--- src/rtl/prog_fetch_pkg.sv ---
// Shared types and default constants for the program-fetch sequencer.
package prog_fetch_pkg;

  localparam int PROG_ADDR_W = 4;
  localparam int PROG_DATA_W = 8;
  localparam logic [PROG_DATA_W-1:0] PROG_HALT_OPCODE = 8'hFF;

  typedef logic [PROG_ADDR_W-1:0] pc_t;
  typedef logic [PROG_DATA_W-1:0] instr_t;

  typedef enum logic [1:0] {
    FS_IDLE = 2'd0,
    FS_RUN  = 2'd1,
    FS_HALT = 2'd2
  } fetch_state_t;

endpackage

--- src/rtl/prog_pc_reg.sv ---
// Program counter register: synchronous load has priority over increment,
// otherwise the value is held. Increment wraps modulo 2^ADDR_W.
module prog_pc_reg
  import prog_fetch_pkg::*;
#(
  parameter int ADDR_W = PROG_ADDR_W,
  parameter int unsigned RESET_PC = 0
) (
  input  logic              clk,
  input  logic              rst,
  input  logic              load,
  input  logic [ADDR_W-1:0] load_val,
  input  logic              inc,
  output logic [ADDR_W-1:0] pc
);

  localparam logic [ADDR_W-1:0] RESET_PC_V = ADDR_W'(RESET_PC);

  logic [ADDR_W-1:0] pc_d, pc_q;

  // next pc: load beats increment, increment beats hold
  always_comb begin
    pc_d = pc_q;
    if (load) begin
      pc_d = load_val;
    end else if (inc) begin
      pc_d = pc_q + 1'b1;
    end
  end

  // pc flop with synchronous reset
  always_ff @(posedge clk) begin
    if (rst) begin
      pc_q <= RESET_PC_V;
    end else begin
      pc_q <= pc_d;
    end
  end

  assign pc = pc_q;

endmodule

--- src/rtl/prog_fetch_ctrl.sv ---
// Instruction-fetch sequencer between the 16-entry program memory and the
// decoder. Owns the pc, registers the fetched instruction and presents it
// over a valid/ready handshake.
// Optional macro PROG_FETCH_WRAP_HALT_EN: halt instead of wrapping past the
// last address, flagged on the wrap_halt output.
//
//   state | meaning
//   IDLE  | no fetch, waiting for start
//   RUN   | fetching one instruction per open slot
//   HALT  | no fetch, last instruction held until consumed
module prog_fetch_ctrl
  import prog_fetch_pkg::*;
#(
  parameter int ADDR_W = PROG_ADDR_W,
  parameter int DATA_W = PROG_DATA_W,
  parameter int unsigned RESET_PC = 0,
  parameter logic [DATA_W-1:0] HALT_OPCODE = PROG_HALT_OPCODE
) (
  input  logic              clk,
  input  logic              rst,
  input  logic              start,
  input  logic              stop,
  input  logic              jump_valid,
  input  logic [ADDR_W-1:0] jump_target,
  output logic [ADDR_W-1:0] mem_addr,
  input  logic [DATA_W-1:0] mem_rdata,
  output logic [DATA_W-1:0] instr,
  output logic              instr_valid,
  input  logic              instr_ready,
  output logic [ADDR_W-1:0] pc_out,
  output logic              running,
`ifdef PROG_FETCH_WRAP_HALT_EN
  output logic              wrap_halt,
`endif
  output logic              halted
);

  localparam logic [1:0] S_IDLE = FS_IDLE;
  localparam logic [1:0] S_RUN  = FS_RUN;
  localparam logic [1:0] S_HALT = FS_HALT;
  localparam logic [ADDR_W-1:0] RESET_PC_V = ADDR_W'(RESET_PC);
`ifdef PROG_FETCH_WRAP_HALT_EN
  localparam logic [ADDR_W-1:0] PC_MAX = '1;
`endif

  logic [1:0]        state_d, state_q;
  logic [DATA_W-1:0] instr_d, instr_q;
  logic              valid_d, valid_q;
  logic [ADDR_W-1:0] pc_out_d, pc_out_q;
  logic              wrap_halt_d, wrap_halt_q;

  logic              pc_load;
  logic [ADDR_W-1:0] pc_load_val;
  logic              pc_inc;
  logic [ADDR_W-1:0] pc;
  logic              slot;

  prog_pc_reg #(
    .ADDR_W   (ADDR_W),
    .RESET_PC (RESET_PC)
  ) u_pc (
    .clk      (clk),
    .rst      (rst),
    .load     (pc_load),
    .load_val (pc_load_val),
    .inc      (pc_inc),
    .pc       (pc)
  );

  // a fetch slot opens in RUN whenever the output register is empty or being drained
  assign slot = (state_q == S_RUN) && (!valid_q || instr_ready);

  // next-state, instruction register and pc control; priority stop > start > jump > fetch
  always_comb begin
    state_d     = state_q;
    instr_d     = instr_q;
    valid_d     = valid_q;
    pc_out_d    = pc_out_q;
    wrap_halt_d = wrap_halt_q;
    pc_load     = 1'b0;
    pc_load_val = RESET_PC_V;
    pc_inc      = 1'b0;

    if (stop) begin
      state_d     = S_IDLE;
      valid_d     = 1'b0;
      wrap_halt_d = 1'b0;
    end else if (start && (state_q != S_RUN)) begin
      state_d     = S_RUN;
      valid_d     = 1'b0;
      wrap_halt_d = 1'b0;
      pc_load     = 1'b1;
      pc_load_val = RESET_PC_V;
    end else if (state_q == S_RUN) begin
      if (jump_valid) begin
        // any handshake this cycle still completes; the pending fetch is dropped
        valid_d     = 1'b0;
        pc_load     = 1'b1;
        pc_load_val = jump_target;
      end else if (slot) begin
        instr_d  = mem_rdata;
        pc_out_d = pc;
        valid_d  = 1'b1;
        if (mem_rdata == HALT_OPCODE) begin
          state_d = S_HALT;
`ifdef PROG_FETCH_WRAP_HALT_EN
        end else if (pc == PC_MAX) begin
          state_d     = S_HALT;
          wrap_halt_d = 1'b1;
`endif
        end else begin
          pc_inc = 1'b1;
        end
      end
    end else if (valid_q && instr_ready) begin
      valid_d = 1'b0;
    end
  end

  // state and output registers with synchronous reset
  always_ff @(posedge clk) begin
    if (rst) begin
      state_q     <= S_IDLE;
      instr_q     <= '0;
      valid_q     <= 1'b0;
      pc_out_q    <= '0;
      wrap_halt_q <= 1'b0;
    end else begin
      state_q     <= state_d;
      instr_q     <= instr_d;
      valid_q     <= valid_d;
      pc_out_q    <= pc_out_d;
      wrap_halt_q <= wrap_halt_d;
    end
  end

  assign mem_addr    = pc;
  assign instr       = instr_q;
  assign instr_valid = valid_q;
  assign pc_out      = pc_out_q;
  assign running     = (state_q == S_RUN);
  assign halted      = (state_q == S_HALT);
`ifdef PROG_FETCH_WRAP_HALT_EN
  assign wrap_halt   = wrap_halt_q;
`else
  logic unused_wrap_halt;
  assign unused_wrap_halt = wrap_halt_q;
`endif

endmodule

--- config.mk ---
export PLATFORM = sky130hd
export DESIGN_NAME = prog_fetch_ctrl
export DESIGN_NICKNAME = d
export VERILOG_FILES = /design/src/rtl/prog_fetch_pkg.sv /design/src/rtl/prog_pc_reg.sv /design/src/rtl/prog_fetch_ctrl.sv
export SDC_FILE = /design/constraint.sdc
export NUM_CORES = 1
export LEC_CHECK = 0
export ABC_AREA = 1
export CORE_UTILIZATION = 28
export CTS_CLUSTER_DIAMETER = 30
export DETAILED_ROUTE_END_ITERATION = 10
export HOLD_SLACK_MARGIN = 0.03
export SLEW_MARGIN = 5
export SYNTH_ARGS = -nofsm -noshare
export SYNTH_HDL_FRONTEND = slang
export SYNTH_SLANG_ARGS = --single-unit
--- constraint.sdc ---
create_clock -name clk -period 1.4 [get_ports clk]
set_input_delay 0.28 -clock clk [delete_from_list [all_inputs] [get_ports clk]]
set_output_delay 0.28 -clock clk [all_outputs]
set_load 0.05 [all_outputs]
==> results.txt, run 1 <==
The flow ran to the end, and the final reports show no timing, DRC or antenna violations. The internal power of the cells is about 830 uW. The kind of cell with the highest combined delay on the critical path is flip-flops. The area used by sequential logic in the layout is around 390 sq um.

The core footprint is ~0.0031 sq mm. The max capacitance violation total is 0. The floorplan die width came out at ~60 microns. The synthesized design spends more area on one cell type than any other, namely sky130_fd_sc_hd__dfxtp_1.

The static leakage is 0.000668 uW. The pin count of the biggest net entering global routing came out at 19. The kind of capture point of the worst setup path is an output port. The clock network latency to the later pin of the worst-skew pair came out at 300 ps. The clock transition at the registers of the reported paths is around 100 ps. The number of pins with negative max-slew slack in the final report is 0. The floorplan die height came out at ~60 microns. Measured against its own limit, the worst slew margin works out to 0.693. In this run the number of H-tree levels came out at 1.

The total via count after detailed routing came out at 969. Hold is met by 528 ps. The final layout contains routed wiring with a total length of ~2200 microns.

Subtracting the final worst setup slack from the clock period gives around 1300 ps. The initial utilization of the core area, before any placement, comes to 0.302. 0 antenna diodes ended up in the layout. The first global-routing pass estimated 3750 microns of wire. The number of clock buffers inserted by TritonCTS came out at 3.

For the final database, setup skew stands at 11.5 ps. Walking the worst path, the cells encountered are inv_4 > nor2_4 > buf_12. Setup repair after global routing could not meet its margin everywhere. The longest clock path from root to sink contains 2 buffers. The number of unique standard cell types used by synthesis came out at 19. Sorting the synthesized cells by area gives the leading types as sky130_fd_sc_hd__dfxtp_1 40%, sky130_fd_sc_hd__nor2_1 11%, sky130_fd_sc_hd__nand2_1 9.9%, sky130_fd_sc_hd__o21ai_0 7.9%, sky130_fd_sc_hd__nor2_2 5.3%. STA puts the critical path data required time at between 1000 and 1500 ps. The number of instances in the synthesized netlist is 132. The maximum VDD drop came out at approximately 0.52 mV. The largest stage delay on the critical path came out at 390 ps.

The initial antenna violation count is 0. In this run the worst hold path is classified as register to register. The synthesis-to-finish area growth came out at 70.4%.

The final worst-path cycle share is 0.950. For this design the top-level I/O count stands at 37. The smallest setup slack after layout came out at 70.3 ps.

Prior to clock tree synthesis, the placed netlist has a worst setup slack of -185 ps. The number of nets with antenna violations after detailed routing is 0. The hold violation total from the final report is 0. Of the total power, registers draw 0.490. The placed wire-length estimate after detailed placement is 1790 microns. The number of buffers added to fix hold violations after cts came out at 0. The final-stage net count came out at a little under 200. The filler cells instantiated in the layout total ~310.

The number of nets handed over by synthesis was 151. The cell row count came out at 20. The share of Yosys cell area claimed by the top area cell type is 0.402. The final global-route overflow total came out at 0. The die covers roughly 0.0036 sq mm. The buffers plus inverters on the worst setup path came out at 2. The cell with the largest stage delay on the worst path is sky130_fd_sc_hd__dfxtp_4. For this run, the top clock speed supported by timing is roughly 750 MHz. The fraction of layout cells with a size suffix above 1 came out at 0.291.

The per-cell routed wire length came out at 10.1 microns. The post-route setup TNS is 0 ps. The via count of the first global-routing pass came to 888. The data arrival time of the critical path came out at around 1100 ps.

Of the total power, the share spent switching nets is 0.309. The worst-path maximum fanout is 4. The worst setup path is launched from a register.

The portion of total power attributed to combinational logic came out at 0.273. The critical setup path kind is register to output port. The TritonCTS clock tree is built. The library cells used most frequently in the layout, excluding fill and tap cells, are 26 x sky130_fd_sc_hd__nor2_1, 25 x sky130_fd_sc_hd__nand2_1, 19 x sky130_fd_sc_hd__buf_12. The sequential element share of the synthesized area is 0.402. Dividing total power by cell area gives a power density of 743 mW/mm^2.

The share of power burned in the clock network came out at 0.237. Counting every sink on the clock net gives 19. The detailed-routing iteration count for the pre-antenna-repair pass is 4. The most common cell after layout, fill and taps aside is sky130_fd_sc_hd__nor2_1. CTS placed an instance of sky130_fd_sc_hd__clkbuf_4 at the clock tree root. Synthesis inferred 19 register bits. The post-detailed-route via-to-cell ratio is 4.42. The combined global-route utilization of all metal layers is 0.141.

The synthesis warning total came out at 0. The power spent charging and discharging nets came out at roughly 370 uW. The number of setup violations in the final report is 0. Input and output buffers added on the ports amount to 36. The final weighted congestion in routability-driven placement is a little over 0.8.

The violation count after the first detailed-route iteration came out at 21. The number of design rule violations left after detail routing came out at 0. A synthesized cell averages between 7 and 8 sq um. The multi-input combinational cells in the finished layout cover a total of 494 sq um. The netlist area before placement came out at ~950 sq um. For the pin with the worst max-slew slack, the measured transition is between 400 and 500 ps.
==> worst register-to-register path, stage by stage, from the launching register on <==
cell	delay [ps]
sky130_fd_sc_hd__dfxtp_2	360
sky130_fd_sc_hd__inv_1	100
sky130_fd_sc_hd__nand2_2	100
sky130_fd_sc_hd__nor2_4	130
sky130_fd_sc_hd__nand3_4	120
sky130_fd_sc_hd__buf_4	170
sky130_fd_sc_hd__o21ai_0	150
sky130_fd_sc_hd__nor2_1	50
==> through the flow <==
step	cell area [sq um]	util	std cells	total power, uW
CTS	1600	0.512	219	1210
finish	1610	0.515	219	1200
floorplan	952	-	132	758
global placement	1570	0.502	215	921
detailed placement	1570	0.502	215	925
global route	1610	0.515	219	1270
==> path summary, 6_finish.rpt <==
check,start,end,slack [ps],cells past startpoint
setup reg to reg,state_q[1],instr[2],120,7
hold reg to reg,state_q[1],state_q[1],530,2
hold / removal,state_q[1],state_q[1],530,2
setup / recovery,state_q[0],running,70,3
==> cell type report <==
cell class              instances  area share
multi-input cells              97       0.307
well taps                      44      0.0342
inverters                      14      0.0373
clock buffers                   3      0.0140
flip-flops and latches         19       0.240
clock inverters                 1     0.00311
repair buffers                 41       0.365
==> sequential cells by signal, summed over array words and instances, names as in the netlist <==
signal / cells
instr_valid: 1
u_pc.pc: 4
pc_out: 4
state_q: 2
instr: 8
==> power by group through the flow <==
stage	Combinational, uW	Sequential [uW]	Clock (uW)
floorplan	107	651	0
finish	326	587	284
CTS	327	587	298
detailed placement	326	599	0
global placement	322	599	0
global route	352	591	324
==> what timing repair did <==
action / 4_1_cts / 5_1_grt
pin swaps: 0 / 1
gates resized for setup: 2 / 6
hold endpoints to repair: 0 / 0
setup buffers: 0 / 0
setup endpoints to repair: 1 / 7
==> synthesized netlist by cell type, drive strengths merged <==
library cell  number
xor2               2
nand4              1
ha                 1
clkbuf             1
dfxtp             19
nor2              38
nand2             28
inv               14
nand3              7
buf                1
o21ai             15
a21oi              5
==> routing by layer <==
layer,track usage,routed length (microns),up-vias
met2,0.221,1020,38
met3,0.0411,165,7
met1,0.168,947,417
met5,0,0,-
li1,-,-,507
met4,0.0831,72,0
==> cells by family after synthesis <==
family / Yosys count / share of synthesized area
AO/OA/AOI/OAI: 20 / 0.106
buffers and inverters: 16 / 0.0833
adder cells (fa/ha/maj): 1 / 0.0132
XOR/XNOR: 2 / 0.0185
AND/OR/NAND/NOR: 74 / 0.377
flip-flops: 19 / 0.402
Note: power is estimated with default switching activity, not from simulation.
==> run 2: changes to the inputs <==
- CORE_MARGIN: unset -> 2
==> run 2 against run 1 <==
Net effect:
- clock power is essentially flat
- global-route usage fell by 1.2 points
- via count shrank 3.0%
- sequential cell count is the same
- worst hold slack got worse by 13 ps
- largest cell class unchanged
- routed wire length grew 5.8%
- combinational power barely moved
- register-to-register slack about the same
- worst setup slack lost 47 ps
- critical path type unchanged
- first-iteration DRC count up 14%
- clock skew decreased by 6.5 ps
==> results.txt, run 2 (synthesized netlist as in run 1, its figures left out) <==
The fraction of layout cells with a size suffix above 1 came to 0.274 (-0.0171). The number of nets with antenna violations after detailed routing is 0 (unchanged). The floorplan die width came out at 62.1 microns (+3.3%). The initial antenna violation count is 0 (unchanged). The number of antenna diodes is 0 (unchanged). The total of fill cells in the finished design came out at 320 (+3.9%). The maximum root-to-sink buffer count came out at 2 (unchanged). The largest stage delay on the critical path came out at 400 ps (about the same). The switching power as a share of total power was 0.308 (-0.00101). The hold violation total from the final report came out at 0 (unchanged). The pin count of the biggest net entering global routing is 19 (unchanged). The run finished with clean final reports.

The starting density of the core came to 0.288 (-0.0144). The via count of the first global-routing pass came out at 909 (+2.4%). The number of buffers added to fix hold violations after cts came out at 0 (unchanged). The detailed-route wire length was 2340 microns (+5.8%). The number of clock sinks is 19 (unchanged).

The number of pins with negative max-slew slack in the final report came to 0 (unchanged). The final critical-path required period came to 1380 ps (+46.6 ps). The cell with the largest stage delay on the worst path is sky130_fd_sc_hd__dfxtp_1. The placed wire-length estimate after detailed placement came to 1810 microns (+1.0%). Setup repair after global routing could not meet its margin everywhere.

The data arrival time of the critical path came to 1100 ps (+50 ps). The core footprint came out at 0.00328 sq mm (+5.0%). The clock transition at the registers of the reported paths is 110 ps (about the same).

The count of H-tree levels built during CTS is 1 (unchanged). The power per unit of standard cell area is 738 mW/mm^2 (-0.62%). The number of buffer cells added on primary ports was 36 (unchanged). The number of clock buffers inserted by TritonCTS is 3 (unchanged). The library cell used most frequently in the layout, excluding fill and tap cells, is sky130_fd_sc_hd__nor2_1. The actual transition at the worst max-transition pin was 450 ps (-9.72 ps). In the layout the commonest cells are 27 x sky130_fd_sc_hd__nor2_1, 25 x sky130_fd_sc_hd__nand2_1, 20 x sky130_fd_sc_hd__buf_12.

In this design, the largest share of critical-path delay is due to flip-flops. The tightest slew margin relative to the limit is 0.699 (+0.00649). The per-cell routed wire length is 10.6 microns (+4.8%).

In this run the worst hold path is classified as register to register. The share of power burned in the clock network is 0.236 (about the same). The worst setup path is captured at an output port. The final weighted congestion in routability-driven placement came out at 0.844 (+4.1%). The total die area came out at 0.00386 sq mm (+6.8%).

The post-detailed-route via-to-cell ratio is 4.25 (-3.9%). The violation count after the first detailed-route iteration is 24 (+14%). The number of design rule violations left after detail routing is 0 (unchanged). The clock network latency to the later pin of the worst-skew pair is 300 ps (about the same). The maximum VDD drop came out at 0.277 mV (-47%). The final global-route overflow total is 0 (unchanged). The final worst-path cycle share was 0.983 (+0.0333).

Clock tree synthesis selected as its root buffer the cell sky130_fd_sc_hd__clkbuf_4. The max capacitance violation total is 0 (unchanged). The detailed-routing iteration count for the pre-antenna-repair pass came out at 4 (unchanged).

The number of ports placed on the die boundary came to 37 (unchanged). The cell row count is 21 (+5.0%). The combined global-route utilization of all metal layers was 0.129 (-0.0122).

The minimum hold slack came out at 515 ps (-12.9 ps). The number of setup violations in the final report is 0 (unchanged). The final-stage net count came out at 195 (unchanged).

The floorplan die height is 62.1 microns (+3.3%). TritonCTS built the clock tree. The worst clock skew on the final layout came to 4.95 ps (-6.50 ps). The fraction of power consumed by sequential logic is 0.490 (about the same).

The critical setup path kind is register to output port. The total power came out at 1200 uW (about the same). The worst setup path is launched from a register.

The flip-flop count of the largest register, all copies and words added was 8 (unchanged). The worst-path maximum fanout is 4 (unchanged). Traced cell by cell, the critical path runs through inv_1 > nor2_4 > buf_12. The total via count after detailed routing is 940 (-3.0%). The buffers plus inverters on the worst setup path is 2 (unchanged). The peak clock frequency supported by timing is 727 MHz (-3.4%).

The static leakage is 0.000675 uW (+0.96%). The global-route wire length before repair is 4040 microns (+7.5%). The required time at the endpoint of the critical path came out at 1120 ps (about the same). The internal power of the cells came out at 829 uW (+0.23%). The power spent charging and discharging nets came out at 370 uW (-0.25%). The portion of total power attributed to combinational logic came out at 0.274 (about the same). The synthesis-to-finish area growth is 71.6%.
-- run 2: final cells by class --
type,count,area [sq um],share of cell area
Clock buffer,3,22.5,0.0139
Clock inverter,1,5.00,0.00308
Sequential cell,19,383,0.236
Tap cell,46,57.6,0.0355
Multi-Input combinational cell,97,497,0.306
Timing Repair Buffer,41,601,0.370
Inverter,14,57.6,0.0355
-- run 2: path summary, 6_finish.rpt --
check                           startpoint          to  slack (ps)  depth (start not counted)
worst max-delay path            state_q[0]     running          20                          3
worst min-delay path            state_q[1]  state_q[1]         520                          2
worst max register to register  state_q[1]    instr[3]         110                          7
worst min register to register  state_q[1]  state_q[1]         520                          2
-- run 2: repair_timing --
item	CTS	global route
resized for setup	1	2
buffers inserted	0	0
endpoints found under the setup margin	1	5
-- run 2: power groups by stage --
stage          Clock, uW  Combinational, uW  Sequential, uW
2_1_floorplan          0                107             651
3_3_place_gp           0                325             599
3_5_place_dp           0                328             600
4_1_cts              302                329             588
5_1_grt              324                352             592
6_report             283                328             587
-- run 2: per-layer routing --
metal / share of wire / vias to the layer above / GRT usage
met5: 0 / - / 0
met4: 0 / 0 / 0.0500
met3: 0.037 / 0 / 0.0217
met2: 0.53 / 20 / 0.228
met1: 0.43 / 422 / 0.155
li1: - / 498 / -
-- run 2: through the flow --
step                       util  worst slack, ps  cells  TNS [ps]  cell area [sq um]
after floorplan               -             27.1    132         0                952
after global placement    0.483             -151    217     -2250               1590
after detailed placement  0.483             -196    217     -2700               1590
after CTS                 0.492             13.3    221         0               1620
after global routing      0.494            -34.5    221     -73.1               1620
final                     0.494             23.8    221         0               1620
-- run 2: tightest hold or removal path: stages (launching register included) --
cell	delay [ps]
sky130_fd_sc_hd__dfxtp_2	360
sky130_fd_sc_hd__nor2_1	100
sky130_fd_sc_hd__nor2_1	40
==> run 3: changes to the inputs <==
- ABC_CLOCK_PERIOD_IN_PS: unset -> 1400
==> results of run 3 <==
The final DEF is identical to that of run 2; final timing and power are the same.
